**config.mk**
```make
export PLATFORM = sky130hd
export DESIGN_NAME = sram16_resp_flat
export DESIGN_NICKNAME = d
export VERILOG_FILES = /design/src/rtl/sram16_pkg.sv /design/src/rtl/sram16_resp_if.sv /design/src/rtl/sram16_resp.sv /design/src/flat_wrapper.sv
export SDC_FILE = /design/constraint.sdc
export NUM_CORES = 1
export LEC_CHECK = 0
export ABC_AREA = 1
export CAP_MARGIN = 15
export CORE_AREA = 2 2 88 90
export CTS_CLUSTER_SIZE = 10
export DETAILED_ROUTE_END_ITERATION = 6
export DIE_AREA = 0 0 90 92
export HOLD_SLACK_MARGIN = 0.05
export PLACE_DENSITY = 0.85
export SLEW_MARGIN = 20
export SYNTH_ARGS = -nofsm -noshare
export SYNTH_HDL_FRONTEND = slang
export SYNTH_SLANG_ARGS = --single-unit
```
**constraint.sdc**
```tcl
create_clock -name dev_clk -period 1.8 [get_ports dev_clk]
set_clock_uncertainty 0.2 [all_clocks]
set_input_delay 0.18 -clock dev_clk [delete_from_list [all_inputs] [get_ports dev_clk]]
set_output_delay 0.18 -clock dev_clk [all_outputs]
set_load 0.005 [all_outputs]
```
**src/rtl/sram16_pkg.sv**
```systemverilog
// rtl/sram16_pkg.sv - shared types and constants for the 16-bit SRAM responder
package sram16_pkg;

  typedef enum logic [2:0] {
    IDLE,
    SETUP,
    ACCESS,
    HOLD,
    RECOVER
  } state_t;

  localparam int WAIT_W = 4;

  function automatic bit wait_ok(input int w);
    return (w >= 1) && (w <= 15);
  endfunction

endpackage

```
**src/rtl/sram16_resp_if.sv**
```systemverilog
// rtl/sram16_resp_if.sv - device-side request/acknowledge bus between arbiter and responder
interface sram16_resp_if;
  logic [31:0] dev_addr;
  logic [31:0] dev_wdata;
  logic [3:0]  dev_be;
  logic        dev_wr;
  logic        dev_req;
  logic        dev_ack;
  logic [31:0] dev_rdata;

  modport master (
    output dev_addr, dev_wdata, dev_be, dev_wr, dev_req,
    input  dev_ack, dev_rdata
  );

  modport slave (
    input  dev_addr, dev_wdata, dev_be, dev_wr, dev_req,
    output dev_ack, dev_rdata
  );
endinterface

```
**src/rtl/sram16_resp.sv**
```systemverilog
// rtl/sram16_resp.sv - executes one device-bus read/write at a time on an async 16-bit SRAM
module sram16_resp
  import sram16_pkg::*;
#(
  parameter int ADDR_W  = 18,
  parameter int RD_WAIT = 2,
  parameter int WR_WAIT = 2
) (
  input  logic              dev_clk,
  input  logic              dev_rst,
  sram16_resp_if.slave      dev,
  output logic [ADDR_W-1:0] sram_a,
  output logic [15:0]       sram_dq_o,
  input  logic [15:0]       sram_dq_i,
  output logic              sram_dq_oe,
  output logic              sram_ce_n,
  output logic              sram_oe_n,
  output logic              sram_we_n,
  output logic              sram_ub_n,
  output logic              sram_lb_n
);

  if (!wait_ok(RD_WAIT)) begin : g_bad_rd_wait
    $error("RD_WAIT must be in 1..15");
  end
  if (!wait_ok(WR_WAIT)) begin : g_bad_wr_wait
    $error("WR_WAIT must be in 1..15");
  end

  state_t            state, state_nxt;
  logic [WAIT_W-1:0] cnt, cnt_nxt;
  logic              lat_wr;
  logic [1:0]        lat_be;
  logic              accept, rd_cap;
  logic              op_wr;
  logic [1:0]        op_be;
  logic              active, in_access;
  logic              ce_n_nxt, oe_n_nxt, we_n_nxt, ub_n_nxt, lb_n_nxt, dq_oe_nxt, ack_nxt;
  logic              unused_bits;

  assign unused_bits = ^{dev.dev_addr[31:ADDR_W+1], dev.dev_addr[0],
                         dev.dev_wdata[31:16], dev.dev_be[3:2]};

  always_comb begin
    state_nxt = state;
    cnt_nxt   = cnt;
    accept    = 1'b0;
    rd_cap    = 1'b0;
    case (state)
      IDLE: begin
        if (dev.dev_req) begin
          state_nxt = SETUP;
          accept    = 1'b1;
        end
      end
      SETUP: begin
        state_nxt = ACCESS;
        cnt_nxt   = lat_wr ? WAIT_W'(WR_WAIT) : WAIT_W'(RD_WAIT);
      end
      ACCESS: begin
        cnt_nxt = cnt - WAIT_W'(1);
        if (cnt == WAIT_W'(1)) begin
          state_nxt = HOLD;
          rd_cap    = !lat_wr;
        end
      end
      HOLD:    state_nxt = RECOVER;
      // The arbiter still holds dev_req here, so it is deliberately not looked at.
      RECOVER: state_nxt = IDLE;
      default: state_nxt = IDLE;
    endcase
  end

  // Strobes are registered, so they are derived from the state being entered.
  always_comb begin
    op_wr     = accept ? dev.dev_wr : lat_wr;
    op_be     = accept ? dev.dev_be[1:0] : lat_be;
    active    = (state_nxt == SETUP) || (state_nxt == ACCESS) || (state_nxt == HOLD);
    in_access = (state_nxt == ACCESS);
    ce_n_nxt  = 1'b1;
    oe_n_nxt  = 1'b1;
    we_n_nxt  = 1'b1;
    ub_n_nxt  = 1'b1;
    lb_n_nxt  = 1'b1;
    dq_oe_nxt = 1'b0;
    ack_nxt   = (state_nxt == HOLD);
    if (active) begin
      ce_n_nxt  = 1'b0;
      ub_n_nxt  = op_wr ? !op_be[1] : 1'b0;
      lb_n_nxt  = op_wr ? !op_be[0] : 1'b0;
      dq_oe_nxt = op_wr;
    end
    if (in_access) begin
      oe_n_nxt = op_wr;
      we_n_nxt = !(op_wr && (op_be != 2'b00));
    end
  end

  always_ff @(posedge dev_clk) begin
    if (dev_rst) begin
      state         <= IDLE;
      cnt           <= '0;
      lat_wr        <= 1'b0;
      lat_be        <= 2'b00;
      sram_a        <= '0;
      sram_dq_o     <= '0;
      sram_dq_oe    <= 1'b0;
      sram_ce_n     <= 1'b1;
      sram_oe_n     <= 1'b1;
      sram_we_n     <= 1'b1;
      sram_ub_n     <= 1'b1;
      sram_lb_n     <= 1'b1;
      dev.dev_ack   <= 1'b0;
      dev.dev_rdata <= '0;
    end else begin
      state       <= state_nxt;
      cnt         <= cnt_nxt;
      sram_dq_oe  <= dq_oe_nxt;
      sram_ce_n   <= ce_n_nxt;
      sram_oe_n   <= oe_n_nxt;
      sram_we_n   <= we_n_nxt;
      sram_ub_n   <= ub_n_nxt;
      sram_lb_n   <= lb_n_nxt;
      dev.dev_ack <= ack_nxt;
      if (accept) begin
        lat_wr    <= dev.dev_wr;
        lat_be    <= dev.dev_be[1:0];
        sram_a    <= dev.dev_addr[ADDR_W:1];
        sram_dq_o <= dev.dev_wdata[15:0];
      end
      if (rd_cap) begin
        dev.dev_rdata <= {sram_dq_i, sram_dq_i};
      end
    end
  end

endmodule

```
**src/flat_wrapper.sv**
```systemverilog
// flat-port wrapper written by rule: the top's interface ports become plain ports
module sram16_resp_flat import sram16_pkg::*;
#(
  parameter int ADDR_W  = 18,
  parameter int RD_WAIT = 2,
  parameter int WR_WAIT = 2
)
  (dev_clk, dev_rst, sram_a, sram_dq_o, sram_dq_i, sram_dq_oe, sram_ce_n, sram_oe_n, sram_we_n, sram_ub_n, sram_lb_n, dev_dev_addr, dev_dev_wdata, dev_dev_be, dev_dev_wr, dev_dev_req, dev_dev_ack, dev_dev_rdata);
  sram16_resp_if dev_i ();
  input  logic dev_clk;
  input  logic dev_rst;
  output logic [ADDR_W-1:0] sram_a;
  output logic [15:0] sram_dq_o;
  input  logic [15:0] sram_dq_i;
  output logic sram_dq_oe;
  output logic sram_ce_n;
  output logic sram_oe_n;
  output logic sram_we_n;
  output logic sram_ub_n;
  output logic sram_lb_n;
  input wire logic [$bits(dev_i.dev_addr)-1:0] dev_dev_addr;
  input wire logic [$bits(dev_i.dev_wdata)-1:0] dev_dev_wdata;
  input wire logic [$bits(dev_i.dev_be)-1:0] dev_dev_be;
  input wire logic [$bits(dev_i.dev_wr)-1:0] dev_dev_wr;
  input wire logic [$bits(dev_i.dev_req)-1:0] dev_dev_req;
  output wire logic [$bits(dev_i.dev_ack)-1:0] dev_dev_ack;
  output wire logic [$bits(dev_i.dev_rdata)-1:0] dev_dev_rdata;
  assign dev_i.dev_addr = dev_dev_addr;
  assign dev_i.dev_wdata = dev_dev_wdata;
  assign dev_i.dev_be = dev_dev_be;
  assign dev_i.dev_wr = dev_dev_wr;
  assign dev_i.dev_req = dev_dev_req;
  assign dev_dev_ack = dev_i.dev_ack;
  assign dev_dev_rdata = dev_i.dev_rdata;
  sram16_resp #(.ADDR_W(ADDR_W), .RD_WAIT(RD_WAIT), .WR_WAIT(WR_WAIT)) u_core (.dev_clk(dev_clk), .dev_rst(dev_rst), .dev(dev_i), .sram_a(sram_a), .sram_dq_o(sram_dq_o), .sram_dq_i(sram_dq_i), .sram_dq_oe(sram_dq_oe), .sram_ce_n(sram_ce_n), .sram_oe_n(sram_oe_n), .sram_we_n(sram_we_n), .sram_ub_n(sram_ub_n), .sram_lb_n(sram_lb_n));
endmodule
```
## Word-level counts from Yosys, hierarchy flattened

Index checks and enable logic that the tools add are counted.
W data, S select, Z words.

| word-level totals | value |
|---|---|
| register bits | 83 |
| input bits | 88 |
| word-level logic and storage cells | 49 |
| output and inout port bits | 73 |

| operators by class | value |
|---|---|
| $add $sub $neg | 1 |
| equal/unequal tests | 7 |
| mux-type cells | 13 |
| reduce and logical (&&, ||, !) cells | 12 |
| bitwise gates (word level) | 2 |

Operators by type and width:

| kind | number |
|---|---|
| $eq A3 B2 Y1 const B | 4 |
| $pmux W3 S4 | 1 |
| $mux W1 | 8 |
| $pmux W4 S2 | 1 |
| $eq A3 B1 Y1 const B | 2 |
| $mux W3 | 2 |
| $eq A4 B1 Y1 const B | 1 |
| $logic_not A1 Y1 | 4 |
| $reduce_bool A2 Y1 | 2 |
| $reduce_or A2 Y1 | 2 |
| $sub A4 B1 Y4 const B | 1 |
| $logic_not A3 Y1 | 1 |
| $logic_or A1 B1 Y1 | 2 |
| $mux W2 | 1 |
| $not A1 Y1 | 2 |
| $logic_and A1 B1 Y1 | 1 |

## Longest topological paths before layout

Gate-level depths: netlist (run 1).

| logic depth | value |
|---|---|
| depth after elaboration | 8 |
| gate-level depth with buffers | 8 |
| gate-level depth less buffers | 8 |

## Worst setup path before layout (run 1)

Ideal clock, no wire load.

| timing | value |
|---|---|
| path kind | reg-to-reg |
| start | register u_core.cnt[1] |
| end | register u_core.dev.dev_rdata[21] |
| data arrival time | 1.155 ns |
| setup time | 0.064 ns |
| cell stages (with the launch flop) | 7 |
| required time | 1.536 ns |
| period minus slack after synthesis | 1.419 ns |
| slack | 0.381 ns |
| cell sequence | dfxtp_1 inv_1 ha_1 nand3_2 clkbuf_1 nor3_1 nor2_1 |

| on the way | value |
|---|---|
| cells in the longest elaborated chain, start to end | 3 |

RTL lines:

| what | RTL line | RTL |
|---|---|---|
| from (decl) | sram16_resp.sv:31 | `logic [WAIT_W-1:0] cnt, cnt_nxt;` |
| from (signal assigned) | sram16_resp.sv:117 | `cnt <= cnt_nxt;` |
| $eq A4 B1 Y1 | sram16_resp.sv:62 | `if (cnt == WAIT_W'(1)) begin` |
| $mux W1 | sram16_resp.sv:62 |  |
| $mux W1 | sram16_resp.sv:49 | `case (state)` |
| to (signal assigned) | sram16_resp.sv:132 | `dev.dev_rdata <= {sram_dq_i, sram_dq_i};` |
| to (decl) | sram16_resp_if.sv:18 | `output dev_ack, dev_rdata` |

No other way between the ends.
A chain may end at the register's enable or synchronous reset.

## Worst setup path after layout (run 1)

| timing | value |
|---|---|
| start | register u_core.dev.dev_rdata[19] |
| end | output port dev_dev_rdata[19] |

RTL lines:

| what | RTL line | RTL |
|---|---|---|
| to (decl) | flat_wrapper.sv:27 | `output wire logic [$bits(dev_i.dev_rdata)-1:0] dev_dev_rdata;` |

No word-level cell between the ends.

==> reports/results.md, run 1 <==
| Group | Item | Value |
|:---|:---|:---|
| outcome | Run status | complete, no violations |
| synthesis | Net Count, Synth | 415 |
| placement | Final weighted congestion in routability-driven placement | 0.731 |
| global routing | Routing usage on met2 | 0.287 |
| drt | Routed length per placed instance | 12.2 µm |
| placement | Number of placed instances, taps included | 528 |
| finish | Final non-filler cell total | 543 |
| global routing | Total global routing overflow | 0 |
| power | P per Cell Area | 866 nW/µm² |
| power | Max VDD drop | 0.000464 V |
| timing | Final Cycle Share | 0.898 |
| global routing | GR Layer Usage met3 | 0.0542 |
| placement | Post-detailed-placement half-perimeter wirelength | 4.97 mm |
| worst setup path | Arrival time worst endpoint | 1.24 ns |
| worst setup path | Chain of cells forming the critical path | clkdlybuf4s50_1 |
| clock network | Clock tree from TritonCTS | done |
| finish | Number of filler instances in the final layout | 695 |
| worst setup path | Slowest cell delay on critical path | 0.54 ns |
| synthesis | Mapped cell area | 2620 µm² |
| timing | Final sum of negative setup slack | 0 ns |
| worst setup path | Number of buffers and inverters on the critical path | 1 |
| drt | Detailed router's first-iteration violation count | 72 |
| floorplan | Site Rows | 32 |
| worst setup path | Nature of the critical path endpoint | primary output |
| timing | Max-Slew Margin vs Limit | 0.758 |
| placement | # port buffers | 128 |
| power | P_leak | 1.60 nW |
| clock network | Clk Latency, worst-skew pair | 0.33 ns |
| finish | Most common cell after layout, fill and taps aside | sky130_fd_sc_hd__clkdlybuf4s50_1 |
| global routing | Number of global-route vias before repair | 2363 |
| clock network | TritonCTS Sinks | 67 |
| worst setup path | Standard cell with the maximum stage delay on the critical path | sky130_fd_sc_hd__clkdlybuf4s50_1 |
| timing | Number of setup violations in the final report | 0 |
| finish | Commonest non-fill, non-tap cells in the layout | sky130_fd_sc_hd__clkdlybuf4s50_1, sky130_fd_sc_hd__dfxtp_1, sky130_fd_sc_hd__inv_1, sky130_fd_sc_hd__a21oi_1, sky130_fd_sc_hd__o21ai_0 |
| global routing | Largest net degree at the start of global routing | 59 |
| clock network | Number of buffers added for setup after CTS | 0 |
| global routing | Global routing met1 resource utilization | 0.179 |
| finish | Fin nets | 527 |
| worst setup path | Critical path required time | 1.42 ns |
| drt | Drt via density | 4.51 |
| worst setup path | Critical path startpoint category | flip-flop |
| floorplan | Floorplan core area | 7450 µm² |
| worst hold path | Worst min path class | reg2reg |
| timing | Post-layout worst setup margin | 0.184 ns |
| finish | Diodes inserted | 0 |
| timing | Setup repair after global routing missed its margin | false |
| synthesis | Flop and latch count out of synthesis | 67 |
| timing | Slew Limit Fails | 0 |
| drt | Via count of the routed design | 2450 |
| clock network | Root Buffer | sky130_fd_sc_hd__clkbuf_8 |
| finish | Relative area change from synthesis to final layout | 55.6% |
| drt | 1st-pass router iterations | 5 |
| placement | Post-placement worst setup slack | 0.132 ns |
| clock network | Clock edge transition at the registers on the reported setup and hold paths | 0.07 ns |
| synthesis | Unique masters post-synth | 24 |
| global routing | Antenna violations before repair | 0 |
| clock network | H-tree depth | 3 |
| timing | Transition time at the pin with the least slew margin | 0.362 ns |
| global routing | Wire length of the first global-routing pass | 10.8 mm |
| job | Number of max-cap violations | 0 |
| synthesis | Share of synthesized area occupied by flip-flops and latches | 0.512 |
| finish | Fraction of final layout cells sized beyond drive strength 1 | 0.0726 |
| worst setup path | Largest fanout on the critical path | 3 |
| global routing | Overall routing resource usage | 0.161 |
| floorplan | Height of the die | 92 µm |
| floorplan | Die Footprint | 8280 µm² |
| worst setup path | Kind of cell adding the most delay to the critical path | buffers and inverters |
| floorplan | Die Span X | 90 µm |
| synthesis | Post-Synthesis Cells | 325 |
| timing | Highest clock frequency the design can meet | 0.619 GHz |
| drt | Wire length reported by the detailed router | 6.61 mm |
| synthesis | Number of warning messages in the yosys log | 0 |
| floorplan | Number of ports placed on the die boundary | 161 |
| clock network | Number of buffers between clock root and the deepest sink | 2 |
| clock network | Clock buffer count from CTS | 9 |
| timing | Final Hold Fails | 0 |
| clock network | Cts repair resizes | 0 |
| worst setup path | Type of the setup path with the least slack | reg2out |
| synthesis | Avg Inst Size Synth | 8.06 µm² |
| drt | DRC viols | 0 |
| global routing | Most congested layer reported by global routing | met2 |
| drt | Remaining number of nets flagged by the antenna check after routing | 0 |
| timing | Tmin final | 1.62 ns |
| clock network | Post-cts hold buffer count | 0 |
| floorplan | Starting Density | 0.352 |
| timing | Tightest hold margin | 0.243 ns |
worst reg2reg max path, delay by kind of cell (launching register included):
family / cells / cell delay, ns
and+or+nand+nor: 3 / 0.73
DFF: 1 / 0.46
AOI/OAI and AO/OA: 1 / 0.14
cell usage after synthesis, drive strengths merged:
library cell	number	area, µm²
nand4	2	12.5
dfxtp	67	1340
inv	49	184
clkbuf	7	27.5
nor3	18	90.1
nand3b	1	20.0
nand3	4	30.0
clkinv	1	3.75
or2	1	6.26
o21ai	53	265
nor2	30	138
buf	26	186
nand2	25	93.8
a21oi	39	195
ha	2	25.0
per-stage QoR:
step | power, mW | cell area [µm²] | util
detailed placement | 2.36 | 3880 | 0.522
global placement | 2.33 | 3880 | 0.522
finish | 3.53 | 4080 | 0.547
floorplan | 1.97 | 2620 | -
global route | 3.72 | 4080 | 0.547
CTS | 3.60 | 4080 | 0.547
routing by layer:
layer	vias up	wire length, µm
li1	1244	-
met5	-	0
met1	1097	2710
met3	6	514
met4	0	51
met2	103	3330
cell type report:
| cell class | count | area [µm²] | share of cell area |
|---|---|---|---|
| clock inverter | 5 | 53.8 | 0.0132 |
| multi-input combinational | 175 | 876 | 0.215 |
| inverter | 50 | 188 | 0.0461 |
| clock buffer | 10 | 138 | 0.0338 |
| sequential | 67 | 1340 | 0.329 |
| tap | 102 | 128 | 0.0313 |
| timing repair buffer | 134 | 1350 | 0.332 |
kinds of logic after synthesis:
| kind of cell | after synthesis | synth area share |
|---|---|---|
| AND/OR/NAND/NOR | 81 | 0.149 |
| flip-flops | 67 | 0.512 |
| buffers and inverters | 83 | 0.153 |
| AO/OA/AOI/OAI | 92 | 0.176 |
| adder cells (fa/ha/maj) | 2 | 0.00955 |
worst paths after layout:
| path | from | end | slack [ns] | cells past startpoint |
|---|---|---|---|---|
| min | u_core.sram_a[15]$_SDFFE_PP0P_ | u_core.sram_a[15]$_SDFFE_PP0P_ | 0.24 | 2 |
| min reg2reg | u_core.sram_a[15]$_SDFFE_PP0P_ | u_core.sram_a[15]$_SDFFE_PP0P_ | 0.24 | 2 |
| max | u_core.dev.dev_rdata[19]$_SDFFE_PP0P_ | dev_dev_rdata[19] | 0.18 | 1 |
| max reg2reg | u_core.state[1]$_SDFF_PP0_ | u_core.dev.dev_rdata[18]$_SDFFE_PP0P_ | 0.21 | 4 |
flip-flops by register name, summed over array words and instances (netlist names), 2 cells and up:
signal,cells
u_core.sram_a,18
u_core.dev.dev_rdata,16
u_core.sram_dq_o,16
u_core.cnt,4
u_core.state,3
u_core.lat_be,2
power breakdown:
part           internal [mW]  switching (mW)
Clock                  0.665           0.547
Sequential              1.60          0.0612
Combinational          0.379           0.282
Total                   2.64           0.890
(Power assumes the default switching activity.)
==> run 2: changes to the inputs <==
--- a/config.mk
+++ b/config.mk
@@ -13,6 +13,7 @@
 export DIE_AREA = 0 0 90 92
 export HOLD_SLACK_MARGIN = 0.05
 export PLACE_DENSITY = 0.85
+export SKIP_CTS_REPAIR_TIMING = 1
 export SLEW_MARGIN = 20
 export SYNTH_ARGS = -nofsm -noshare
 export SYNTH_HDL_FRONTEND = slang
==> results of run 2 <==
Same layout as run 1: the final DEF is identical, and so are final timing and power.
